`src/rtl/dout_pkg.sv`:
```
// Shared definitions for the float-to-fix result write port.
// Holds the beat field widths, the sequence and app codes, the arbiter
// state enum and small helpers that build a beat and validate a result.
package dout_pkg;

   localparam int APP_W  = 2;
   localparam int SIZE_W = 3;
   localparam int SEQ_W  = 3;
   localparam int PAY_W  = 40;
   localparam int BEAT_W = APP_W + SIZE_W + SEQ_W + PAY_W;

   localparam logic [SEQ_W-1:0] SEQ_ONLY   = 3'b000;
   localparam logic [SEQ_W-1:0] SEQ_FIRST  = 3'b001;
   localparam logic [SEQ_W-1:0] SEQ_SECOND = 3'b010;

   localparam logic [APP_W-1:0] APP_FIX = 2'd1;
   localparam logic [APP_W-1:0] APP_FLT = 2'd2;

   typedef enum logic [1:0] {
      IDLE,
      BEAT1,
      BEAT2
   } state_t;

   // Header-tagged output word: app, size and seq ahead of a 40-bit slice.
   function automatic logic [BEAT_W-1:0] make_beat(
      input logic [APP_W-1:0]  app,
      input logic [SIZE_W-1:0] size,
      input logic [SEQ_W-1:0]  seq,
      input logic [PAY_W-1:0]  pay
   );
      return {app, size, seq, pay};
   endfunction

   // Only fixed/float apps with sizes 1..3 turn into beats.
   function automatic logic is_well_formed(
      input logic [APP_W-1:0]  app,
      input logic [SIZE_W-1:0] size
   );
      return ((app == APP_FIX) || (app == APP_FLT)) &&
             (size >= 3'd1) && (size <= 3'd3);
   endfunction

endpackage

```
`src/rtl/rr_arbiter.sv`:
```
// Round-robin picker over NUM_REQ request lines.
// Ports:
//   clk, rst  clock and asynchronous active-high reset
//   req       request vector, one bit per lane
//   advance   the caller is taking the current pick this cycle
//   grant     one-hot pick (zero when no lane requests)
//   idx       binary index of the pick
// The pointer remembers the last lane taken; the search starts one past
// it, and it resets to the top lane so lane 0 wins first.
module rr_arbiter #(
   parameter int NUM_REQ = 4,
   parameter int IDX_W   = $clog2(NUM_REQ)
) (
   input  logic               clk,
   input  logic               rst,
   input  logic [NUM_REQ-1:0] req,
   input  logic               advance,
   output logic [NUM_REQ-1:0] grant,
   output logic [IDX_W-1:0]   idx
);

   logic [IDX_W-1:0] ptr;
   logic [IDX_W-1:0] pos;
   logic             found;

   // Walk the lanes starting one past the pointer and keep the first hit.
   always_comb begin
      grant = '0;
      idx   = '0;
      pos   = '0;
      found = 1'b0;
      for (int k = 1; k <= NUM_REQ; k++) begin
         pos = IDX_W'((int'(ptr) + k) % NUM_REQ);
         if (!found && req[pos]) begin
            found      = 1'b1;
            grant[pos] = 1'b1;
            idx        = pos;
         end
      end
   end

   // The pointer only moves when a pick is actually taken.
   always_ff @(posedge clk or posedge rst) begin
      if (rst) begin
         ptr <= IDX_W'(NUM_REQ - 1);
      end else if (advance && found) begin
         ptr <= idx;
      end
   end

endmodule

```
`src/rtl/dout_arbiter.sv`:
```
// Shares the 48-bit result write port between NUM_REQ converter lanes.
// Ports:
//   clk, rst     clock and asynchronous active-high reset
//   req_valid    lane i holds a finished result
//   req_app      per-lane 2-bit app code (1 fixed, 2 float)
//   req_size     per-lane 3-bit size code (1 = one beat, 2/3 = two beats)
//   req_payload  per-lane 80-bit payload, left aligned
//   req_ready    one-hot, lane i's result is taken this cycle
//   fifo_full    downstream FIFO cannot take a write this cycle
//   dataout      registered beat to the FIFO (zero when not writing)
//   wren         registered write strobe
//   drop_cnt     saturating count of malformed results thrown away
// The state names the beat currently pending or being written; wren high
// in BEAT1/BEAT2 means that beat is written in this cycle.
module dout_arbiter
   import dout_pkg::*;
#(
   parameter int NUM_REQ = 4,
   parameter int PAYLOAD = 80,
   parameter int DATAOUT = 48
) (
   input  logic                       clk,
   input  logic                       rst,
   input  logic [NUM_REQ-1:0]         req_valid,
   input  logic [2*NUM_REQ-1:0]       req_app,
   input  logic [3*NUM_REQ-1:0]       req_size,
   input  logic [PAYLOAD*NUM_REQ-1:0] req_payload,
   output logic [NUM_REQ-1:0]         req_ready,
   input  logic                       fifo_full,
   output logic [DATAOUT-1:0]         dataout,
   output logic                       wren,
   output logic [7:0]                 drop_cnt
);

   localparam int IDX_W = $clog2(NUM_REQ);

   state_t              state;
   logic                two_beat;
   logic [APP_W-1:0]    app_q;
   logic [SIZE_W-1:0]   size_q;
   logic [PAYLOAD-1:0]  pay_q;

   logic [NUM_REQ-1:0]  grant;
   logic [IDX_W-1:0]    idx;
   logic                final_write;
   logic                grant_ok;
   logic                took;
   logic [APP_W-1:0]    sel_app;
   logic [SIZE_W-1:0]   sel_size;
   logic [PAYLOAD-1:0]  sel_pay;
   logic                sel_ok;
   logic                sel_two;

   rr_arbiter #(
      .NUM_REQ (NUM_REQ),
      .IDX_W   (IDX_W)
   ) u_rr (
      .clk     (clk),
      .rst     (rst),
      .req     (req_valid),
      .advance (grant_ok),
      .grant   (grant),
      .idx     (idx)
   );

   // A new packet may start when idle or while the last beat of the current
   // one is being written, which lets packets run back to back.
   always_comb begin
      final_write = wren && ((state == BEAT2) || ((state == BEAT1) && !two_beat));
      grant_ok    = (state == IDLE) || final_write;
      took        = grant_ok && (|req_valid);
      req_ready   = grant_ok ? grant : '0;
   end

   // Fields of the lane the arbiter is pointing at.
   always_comb begin
      sel_app  = req_app[int'(idx)*APP_W +: APP_W];
      sel_size = req_size[int'(idx)*SIZE_W +: SIZE_W];
      sel_pay  = req_payload[int'(idx)*PAYLOAD +: PAYLOAD];
      sel_ok   = is_well_formed(sel_app, sel_size);
      sel_two  = (sel_size != 3'd1);
   end

   // Packet FSM with registered outputs. The case advances the packet in
   // flight; a grant taken this cycle is evaluated afterwards and overrides
   // it, which is safe because a grant only happens once nothing is pending.
   always_ff @(posedge clk or posedge rst) begin
      if (rst) begin
         state    <= IDLE;
         two_beat <= 1'b0;
         app_q    <= '0;
         size_q   <= '0;
         pay_q    <= '0;
         wren     <= 1'b0;
         dataout  <= '0;
         drop_cnt <= '0;
      end else begin
         wren    <= 1'b0;
         dataout <= '0;

         case (state)
            BEAT1: begin
               if (wren) begin
                  if (two_beat) begin
                     state <= BEAT2;
                     if (!fifo_full) begin
                        wren    <= 1'b1;
                        dataout <= DATAOUT'(make_beat(app_q, size_q, SEQ_SECOND,
                                                      pay_q[PAYLOAD-PAY_W-1 -: PAY_W]));
                     end
                  end else begin
                     state <= IDLE;
                  end
               end else if (!fifo_full) begin
                  wren    <= 1'b1;
                  dataout <= DATAOUT'(make_beat(app_q, size_q,
                                                two_beat ? SEQ_FIRST : SEQ_ONLY,
                                                pay_q[PAYLOAD-1 -: PAY_W]));
               end
            end
            BEAT2: begin
               if (wren) begin
                  state <= IDLE;
               end else if (!fifo_full) begin
                  wren    <= 1'b1;
                  dataout <= DATAOUT'(make_beat(app_q, size_q, SEQ_SECOND,
                                                pay_q[PAYLOAD-PAY_W-1 -: PAY_W]));
               end
            end
            default: begin
            end
         endcase

         if (took) begin
            if (sel_ok) begin
               state    <= BEAT1;
               two_beat <= sel_two;
               app_q    <= sel_app;
               size_q   <= sel_size;
               pay_q    <= sel_pay;
               if (!fifo_full) begin
                  wren    <= 1'b1;
                  dataout <= DATAOUT'(make_beat(sel_app, sel_size,
                                                sel_two ? SEQ_FIRST : SEQ_ONLY,
                                                sel_pay[PAYLOAD-1 -: PAY_W]));
               end
            end else begin
               state <= IDLE;
               if (drop_cnt != 8'hFF) begin
                  drop_cnt <= drop_cnt + 8'd1;
               end
            end
         end
      end
   end

endmodule
```
`config.mk`:
```
export PLATFORM = sky130hd
export DESIGN_NAME = dout_arbiter
export DESIGN_NICKNAME = d
export VERILOG_FILES = /design/src/rtl/dout_pkg.sv /design/src/rtl/rr_arbiter.sv /design/src/rtl/dout_arbiter.sv
export SDC_FILE = /design/constraint.sdc
export NUM_CORES = 1
export LEC_CHECK = 0
export BUFFER_PORTS_ARGS = -buffer_cell sky130_fd_sc_hd__buf_2
export CORE_AREA = 2 2 160 162
export DETAILED_ROUTE_END_ITERATION = 16
export DIE_AREA = 0 0 162 164
export HOLD_SLACK_MARGIN = 0.15
export PLACE_DENSITY = 0.63
export SYNTH_ARGS = -nofsm -noshare
export SYNTH_HDL_FRONTEND = slang
export SYNTH_SLANG_ARGS = --single-unit
```
`constraint.sdc`:
```
create_clock -name clk -period 8.6 [get_ports clk]
set_clock_uncertainty 0.1 [all_clocks]
set_input_delay 1.29 -clock clk [delete_from_list [all_inputs] [get_ports clk]]
set_output_delay 1.29 -clock clk [all_outputs]
set_load 0.02 [all_outputs]
```
* Yosys cells after proc, flatten, opt, wreduce, memory -nomap -nowiden
Cells that the tools add are included.
Operators by class: multiplexer cells 54, add/sub/neg operators 5, reduce and logical (&&, ||, !) cells 26, $lt $le $gt $ge 10, shift operators 3, multipliers 2, bitwise gates (word level) 4, equal/unequal tests 8
Operator list (number):
- 2-to-1 mux 48 bit | 8
- variable part select 320 x 10 -> 80 bit | 1
- one-hot mux 48 bit (2 select lines) | 1
- 2-to-1 mux 1 bit | 22
- 2-to-1 mux 4 bit | 5
- 2-to-1 mux 2 bit | 8
- logical AND 1 bit | 13
- < comparator 2 x 3 -> 1 bit (second input constant) | 4
- bitwise OR 4 bit | 3
- variable part select 12 x 5 -> 3 bit | 1
- adder 8 x 1 -> 8 bit (second input constant) | 1
- binary-select mux 1 bit (select 2 bit) | 4
- demux 1 bit (select 2 bit) | 4
- >= comparator 2 x 1 -> 1 bit (second input constant) | 4
- != test 8 bit (second input constant) | 1
- variable part select 8 x 4 -> 2 bit | 1
- != test 3 bit (second input constant) | 2
- AND reduction 3 bit | 2
- multiplier 2 x 3 -> 5 bit (second input constant) | 1
- adder 2 x 1 -> 2 bit (second input constant) | 2
- adder 2 bit (second input constant) | 2
- == test 2 x 1 -> 1 bit (second input constant) | 2
- == test 2 bit (second input constant) | 2
- zero test 1 bit | 4
- 12 further kinds | 14
Word-level totals: register bits 147

* Logic depth before layout (Yosys ltp)
Gate-level depths: netlist (run 1).
depth in word-level cells 20, mapped depth 15

* By module
From an unflattened synthesis (run 1), not the netlist that was laid out.
Unflattened totals: cells, all modules 666, area, all modules 8760.9 um^2
By module, submodules not included:
- dout_arbiter | cells an instance 611, seq. area each 3603.5 um^2, area each 8234.1 um^2, times used 1
- rr_arbiter | cells an instance 55, seq. area each 52.6 um^2, area each 526.8 um^2, times used 1

* Worst setup path after synthesis (run 1)
OpenSTA, ideal clock, no wires.
path kind input-to-output, from input port req_valid[2], to output port req_ready[0], setup slack 4.247 ns, arrival time 2.963 ns, buffers on the path 1, stages on the path 7, path through clkbuf_1 > mux4_2 > a211oi_1 > a22oi_1 > a21oi_1 > a21oi_1 > nor2_1
On the way: longest elaborated chain between the ends 13
Ends and longest elaborated chain:
- from (decl) | line dout_arbiter.sv:24 | input logic [NUM_REQ-1:0] req_valid,
- binary-select mux 1 bit (select 2 bit) | line rr_arbiter.sv:34 | if (!found && req[pos]) begin
- 2-to-1 mux 1 bit (not written as such) | line rr_arbiter.sv:34
- 2-to-1 mux 1 bit | line rr_arbiter.sv:34
- zero test 1 bit | line rr_arbiter.sv:34
- logical AND 1 bit | line rr_arbiter.sv:34
- 2-to-1 mux 1 bit | line rr_arbiter.sv:34
- zero test 1 bit | line rr_arbiter.sv:34
- logical AND 1 bit | line rr_arbiter.sv:34
- 2-to-1 mux 1 bit | line rr_arbiter.sv:34
- zero test 1 bit | line rr_arbiter.sv:34
- logical AND 1 bit | line rr_arbiter.sv:34
- 2-to-1 mux 4 bit (*) | line rr_arbiter.sv:34
- 2-to-1 mux 4 bit (*) | line dout_arbiter.sv:72 | req_ready = grant_ok ? grant : '0;
- to (decl) | line dout_arbiter.sv:28 | output logic [NUM_REQ-1:0] req_ready,
Mark *: on every way between the ends. The rest lies on a longest branch, timed or not. The select of a mux whose other input is x is not followed.

* Final worst setup path (run 1)
from register u_rr.ptr[0], to register pay_q[47]
On the way: longest elaborated chain between the ends 19
Ends and longest elaborated chain:
- from (decl) | line rr_arbiter.sv:22 | logic [IDX_W-1:0] ptr;
- from (signal assigned) | line rr_arbiter.sv:45 | ptr <= IDX_W'(NUM_REQ - 1);
- from (signal assigned) | line rr_arbiter.sv:47 | ptr <= idx;
- adder 2 x 1 -> 2 bit | line rr_arbiter.sv:33 | pos = IDX_W'((int'(ptr) + k) % NUM_REQ);
- binary-select mux 1 bit (select 2 bit) | line rr_arbiter.sv:34
- 2-to-1 mux 1 bit (not written as such) | line rr_arbiter.sv:34
- 2-to-1 mux 1 bit | line rr_arbiter.sv:34
- zero test 1 bit | line rr_arbiter.sv:34
- logical AND 1 bit | line rr_arbiter.sv:34
- 2-to-1 mux 1 bit | line rr_arbiter.sv:34
- zero test 1 bit | line rr_arbiter.sv:34
- logical AND 1 bit | line rr_arbiter.sv:34
- 2-to-1 mux 1 bit | line rr_arbiter.sv:34
- zero test 1 bit | line rr_arbiter.sv:34
- logical AND 1 bit | line rr_arbiter.sv:34
- 2-to-1 mux 2 bit (*) | line rr_arbiter.sv:34
- parallel branches: the longest is 6 deep, another holds multiplier 2 x 3 -> 5 bit
- to (signal assigned) | line dout_arbiter.sv:140 | pay_q <= sel_pay;
- to (decl) | line dout_arbiter.sv:41 | logic [PAYLOAD-1:0] pay_q;
Every way passes the cells marked *. The select of a mux whose other input is x is not followed. A chain may end at the register's enable or synchronous reset.

==> results of run 1 <==
## cells by family (layout without fill, tap and decap cells)
| kind of cell | Yosys count | after routing | share of synthesized area |
|---|---|---|---|
| AND/OR/NAND/NOR | 635 | 635 | 0.286 |
| other | 1 | 1 | 0.000418 |
| XOR/XNOR | 12 | 12 | 0.0117 |
| adder cells (fa/ha/maj) | 12 | 12 | 0.0167 |
| multiplexers | 11 | 11 | 0.0160 |
| AO/OA/AOI/OAI | 306 | 306 | 0.208 |
| buffers and inverters | 108 | 460 | 0.0545 |
| flip-flops | 146 | 146 | 0.407 |
## how the worst min path moves through the flow
stage | to | startpoint | depth (start not counted) | slack (ns)
2_1_floorplan | size_q[2] | size_q[2] | 1 | 0.34
3_3_place_gp | pay_q[5] | pay_q[5] | 2 | 0.36
3_5_place_dp | pay_q[23] | pay_q[23] | 2 | 0.37
4_1_cts | pay_q[23] | pay_q[23] | 2 | 0.38
5_1_grt | app_q[1] | app_q[1] | 1 | 0.40
6_report | pay_q[69] | pay_q[69] | 2 | 0.38
## layout make-up
| class | instances | share of cell area |
|---|---|---|
| Multi-Input combinational cell | 977 | 0.417 |
| Timing Repair Buffer | 418 | 0.181 |
| Sequential cell | 146 | 0.312 |
| Clock buffer | 19 | 0.0378 |
| Tap cell | 330 | 0.0352 |
| Inverter | 10 | 0.00363 |
| Clock inverter | 13 | 0.0127 |
## layer usage
layer / wire length, microns / global-route usage
met5: 7 / 0
met2: 13400 / 0.346
met3: 1730 / 0.0460
met1: 12000 / 0.264
met4: 478 / 0.0567
## synthesized netlist by cell type, drive strengths merged, types with 8 or more instances
| cell type | number |
|---|---|
| buf | 42 |
| dfrtp | 144 |
| nand3 | 87 |
| xor2 | 8 |
| nand2 | 506 |
| nor2 | 22 |
| inv | 10 |
| clkbuf | 56 |
| ha | 12 |
| a21oi | 61 |
| a221oi | 41 |
| o21ai | 176 |
## through the flow
| stage | utilization | instance area [sq um] | hold slack (ns) |
|---|---|---|---|
| 3_5_place_dp | 0.448 | 11100 | 0.370 |
| 4_1_cts | 0.472 | 11700 | 0.384 |
| 3_3_place_gp | 0.448 | 11100 | 0.362 |
| 2_1_floorplan | - | 8980 | 0.344 |
| 6_report | 0.472 | 11700 | 0.380 |
| 5_1_grt | 0.472 | 11700 | 0.399 |
## where the power goes
| part | switching, mW | internal (mW) |
|---|---|---|
| clock network | 0.302 | 0.441 |
| logic | 1.93 | 0.900 |
| registers | 0.186 | 1.02 |
| total | 2.42 | 2.37 |
## registers in the layout (all words and copies together) (netlist names)
register	count
app_q	2
u_rr.ptr	2
pay_q	80
two_beat	1
state	2
size_q	3
wren	1
dataout	47
drop_cnt	8
## worst register-to-register path: stages (launching register included)
cell      delay, ns
dfstp_2        0.73
inv_1          0.22
ha_1           0.52
o22ai_1        0.21
nor2_4         0.11
buf_4          0.87
mux4_2         0.71
o211ai_4       0.52
buf_4          0.62
o21ai_0        0.25
==> results.cfg, run 1 <==
[finish]
final_common_cell = nand2_1
multi_input_area_sq_mm = 0.00489
finalNetCount = 1929
instances_no_fill = 1913
layout_common_cells = nand2_1, buf_2, o21ai_0, dfrtp_1, nand3_1
final-seq-area_sq_mm = 0.00366
drive_above_1_share = 0.305
areaGrowthSynthToFinish_pct = 30.4
antenna_cells = 0
nFillCells = 2540

[placement]
port_buffers = 406
dpl.hpwl_microns = 20300
dp_slack_ns = 3.36
dp_cells = 1881
routabilityCongestion = 0.861

[setup_path]
slowest_stage = buf_4
criticalPathCategory = register to register
cp_max_fo = 120
r2r-start = u_rr.ptr[0]
max_stage_delay_ns = 0.87
r2r_end = pay_q[47]
crit_path_start = u_rr.ptr[0]
critical_path.most_common_cell = buf_4
arrival_ns = 5.18
path_depth = 9
rr_worst_depth = 9
r2r_setup_slack_ns = 3.58
cp-start-kind = register
worstSetupEndpoint = pay_q[47]
critPathBufInv = 3
crit_chain = inv_1 > ha_1 > o22ai_1 > nor2_4 > buf_4 > mux4_2 > o211ai_4 > buf_4 > o21ai_0
cp-end-kind = register
cp.required_ns = 8.76
path_delay_family = buffers and inverters

[floorplanning]
initial_core_util = 0.362
io_pins = 408
die_area_sq_mm = 0.0266
die-width_microns = 162
core_area_sq_mm = 0.0248
die_h_microns = 164
row_count = 58

[detailed_routing]
ant_nets = 0
drt_iter0_drc = 376
drcViolationCount = 0
routed_via_density = 4.93
vias = 9426
drt-total-wl_microns = 27600
dr.pass1.iters = 4
routedWlPerCell_microns = 14.4

[synth]
synth_ff_type = dfrtp_1
synth-edff-count = 0
synth_warnings = 0
syn_area_sq_mm = 0.00898
synthArstFlopShare = 1.00
ys_ff_latch = 146
synthCells = 1231
syn_nets = 1590
synth_area_per_cell_sq_um = 7.29
yosysTopAreaCell = dfrtp_1
ys_types = 55
yosys.area.top_type_share = 0.401
synthTopCellsByArea = dfrtp_1, nand2_1, o21ai_0
synth.yosys.seq_area_share = 0.407

[clocking]
cts_tree = yes
ctsResizeCount = 0
clk_pin_slew_ns = 0.06
cts_buffers = 17
clkLatencyLatePin_ns = 0.41
clock-sinks = 146
cts_hold_buf = 0
htreeDepth = 4
cts_setup_buffers = 0
clk_path_buf_depth = 2
root_buffer = clkbuf_16

[pwr]
vdd_drop_max_mv = 0.267
power_density_mw_per_mm2 = 409
total_power_mw = 4.79
power_leakage_nw = 6.20

[sta]
worst_pin_slew_ns = 1.20
finalWorstSetupSlack_ns = 3.58
hold_viol = 0
maxSlewViolCount = 0
timing.fmax_mhz = 199
max-slew-margin-rel = 0.200
setup_viol = 0
finalSetupTns_ns = 0
post-route-min-period_ns = 5.02
rsz0062_at_grt = no
fin_crit_sh = 0.584

[outcome]
status = finished clean

[grt]
antenna_found_initial = 1
grt_max_degree = 121
grt_usage = 0.205
grt_pass1_wl_microns = 43900
grt_overflow = 0
grt_pass1_vias = 8804

[job]
drv_cap = 0

[min_path]
hold_path.class = register to register
(Power assumes the default switching activity.)
==> inputs of run 2 (changes only) <==
- CORE_AREA: 2 2 160 162 -> 2 2 157 159
- DIE_AREA: 0 0 162 164 -> 0 0 159 161
- PLACE_DENSITY: 0.63 -> 0.65
- clock period: 8.6 -> 4.8 ns (I/O delays scaled with it)
==> run 2 against run 1 <==
  * Via count is 1.9% higher
  * Combinational power is 84% higher
  * Final cell count hardly changed
  * Worst hold slack worse by 0.027 ns
==> results.cfg, run 2 (synthesized netlist as in run 1, its figures left out) <==
[detailed_routing]
ant_nets = 0
drt_iter0_drc = 406
dr.pass1.iters = 5
vias = 9605
drt-total-wl_microns = 29000
routed_via_density = 5.02
routedWlPerCell_microns = 15.2
drcViolationCount = 0

[clocking]
root_buffer = clkbuf_16
cts_buffers = 17
htreeDepth = 4
cts_hold_buf = 0
clk_pin_slew_ns = 0.06
cts_tree = yes
clk_path_buf_depth = 2
ctsResizeCount = 0
clock-sinks = 146
cts_setup_buffers = 0
clkLatencyLatePin_ns = 0.41

[finish]
reg.largest.list = pay_q (80), dataout (47), drop_cnt (8)
antenna_cells = 0
layout_common_cells = nand2_1, buf_2, o21ai_0, dfrtp_1, nand3_1
final_common_cell = nand2_1
regMostFlops = pay_q
finalNetCount = 1934
drive_above_1_share = 0.307
largest_register_ff_count = 80
nFillCells = 2431
instances_no_fill = 1912
areaGrowthSynthToFinish_pct = 31.8

[grt]
use_met2 = 0.379
grt_pass1_vias = 9015
antenna_found_initial = 2
grt_max_degree = 102
grtUsageMet3 = 0.0490
grt_overflow = 0
grtUsageMet1 = 0.269
grt_pass1_wl_microns = 45100
grt_usage = 0.219
grt-busiest-layer = met2

[sta]
holdWs_ns = 0.353
post-route-min-period_ns = 3.95
rsz0062_at_grt = no
hold_viol = 0
setup_viol = 0
maxSlewViolCount = 0
timing.fmax_mhz = 253
fin_crit_sh = 0.823
worst_pin_slew_ns = 0.880
finalSetupTns_ns = 0
finalWorstSetupSlack_ns = 0.851
max-slew-margin-rel = 0.413

[setup_path]
r2r_setup_slack_ns = 0.85
r2r-start = u_rr.ptr[0]
max_stage_delay_ns = 0.72
criticalPathCategory = register to register
cp_max_fo = 45
crit_path_start = u_rr.ptr[0]
cp.required_ns = 5.03
arrival_ns = 4.18
rr_worst_depth = 10
slowest_stage = dfstp_2
cp-start-kind = register
crit_chain = inv_1 > ha_1 > a31oi_1 > a32oi_1 > o211ai_1 > a211oi_2 > o2111a_4 > buf_12 > a221oi_1 > a21oi_1
r2r_end = dataout[34]
worstSetupEndpoint = dataout[34]
cp-end-kind = register

[placement]
dp_slack_ns = 0.885
dp_cells = 1880
port_buffers = 406
dpl.hpwl_microns = 21600
routabilityCongestion = 0.899

[job]
drv_cap = 0

[floorplanning]
die_h_microns = 161
die-width_microns = 159
row_count = 57
initial_core_util = 0.375
core_area_sq_mm = 0.0240
die_area_sq_mm = 0.0256
io_pins = 408

[outcome]
status = finished clean

[pwr]
power_density_mw_per_mm2 = 746
power_leakage_nw = 6.26
vdd_drop_max_mv = 0.718

[min_path]
hold_path.class = input pin to asynchronous set/reset pin
run 2: power breakdown:
group	total (mW)	switching (mW)	internal, mW
combinational	5.22	3.53	1.69
clock	1.43	0.550	0.884
sequential	2.17	0.337	1.83
total	8.83	4.42	4.41
run 2: critical path, delay by kind of cell, from the launching register on:
kind / cells / cell delay, ns
buffers and inverters: 2 / 0.49
AOI/OAI and AO/OA: 7 / 1.95
adders and majority gates: 1 / 0.52
DFF: 1 / 0.72
run 2: final cells by class:
class | instances | area (sq um) | share of cell area
clock buffer | 19 | 433 | 0.0366
timing repair buffer | 423 | 2210 | 0.187
sequential | 146 | 3660 | 0.309
inverter | 10 | 42.5 | 0.00360
multi-input combinational | 977 | 4890 | 0.413
tap | 324 | 405 | 0.0343
clock inverter | 13 | 198 | 0.0167
run 2: routing by layer:
| layer | up-vias | wire length [microns] |
|---|---|---|
| li1 | 4838 | - |
| met1 | 4368 | 12100 |
| met2 | 349 | 14200 |
| met3 | 46 | 1960 |
| met4 | 4 | 755 |
| met5 | - | 24 |
run 2: stage by stage:
step | power (mW) | utilization | area (sq um)
floorplan | 5.97 | - | 8980
global placement | 7.36 | 0.467 | 11200
detailed placement | 7.47 | 0.467 | 11200
CTS | 8.93 | 0.494 | 11800
global route | 9.66 | 0.494 | 11800
finish | 8.83 | 0.494 | 11800
run 2: worst min path at each step:
| stage | start | endpoint | slack (ns) | depth (start not counted) |
|---|---|---|---|---|
| floorplan | size_q[2] | size_q[2] | 0.34 | 1 |
| global placement | size_q[2] | size_q[2] | 0.36 | 1 |
| detailed placement | app_q[1] | app_q[1] | 0.37 | 1 |
| CTS | rst | dataout[41] | 0.38 | 2 |
| global route | pay_q[74] | pay_q[74] | 0.40 | 2 |
| finish | rst | dataout[36] | 0.35 | 2 |
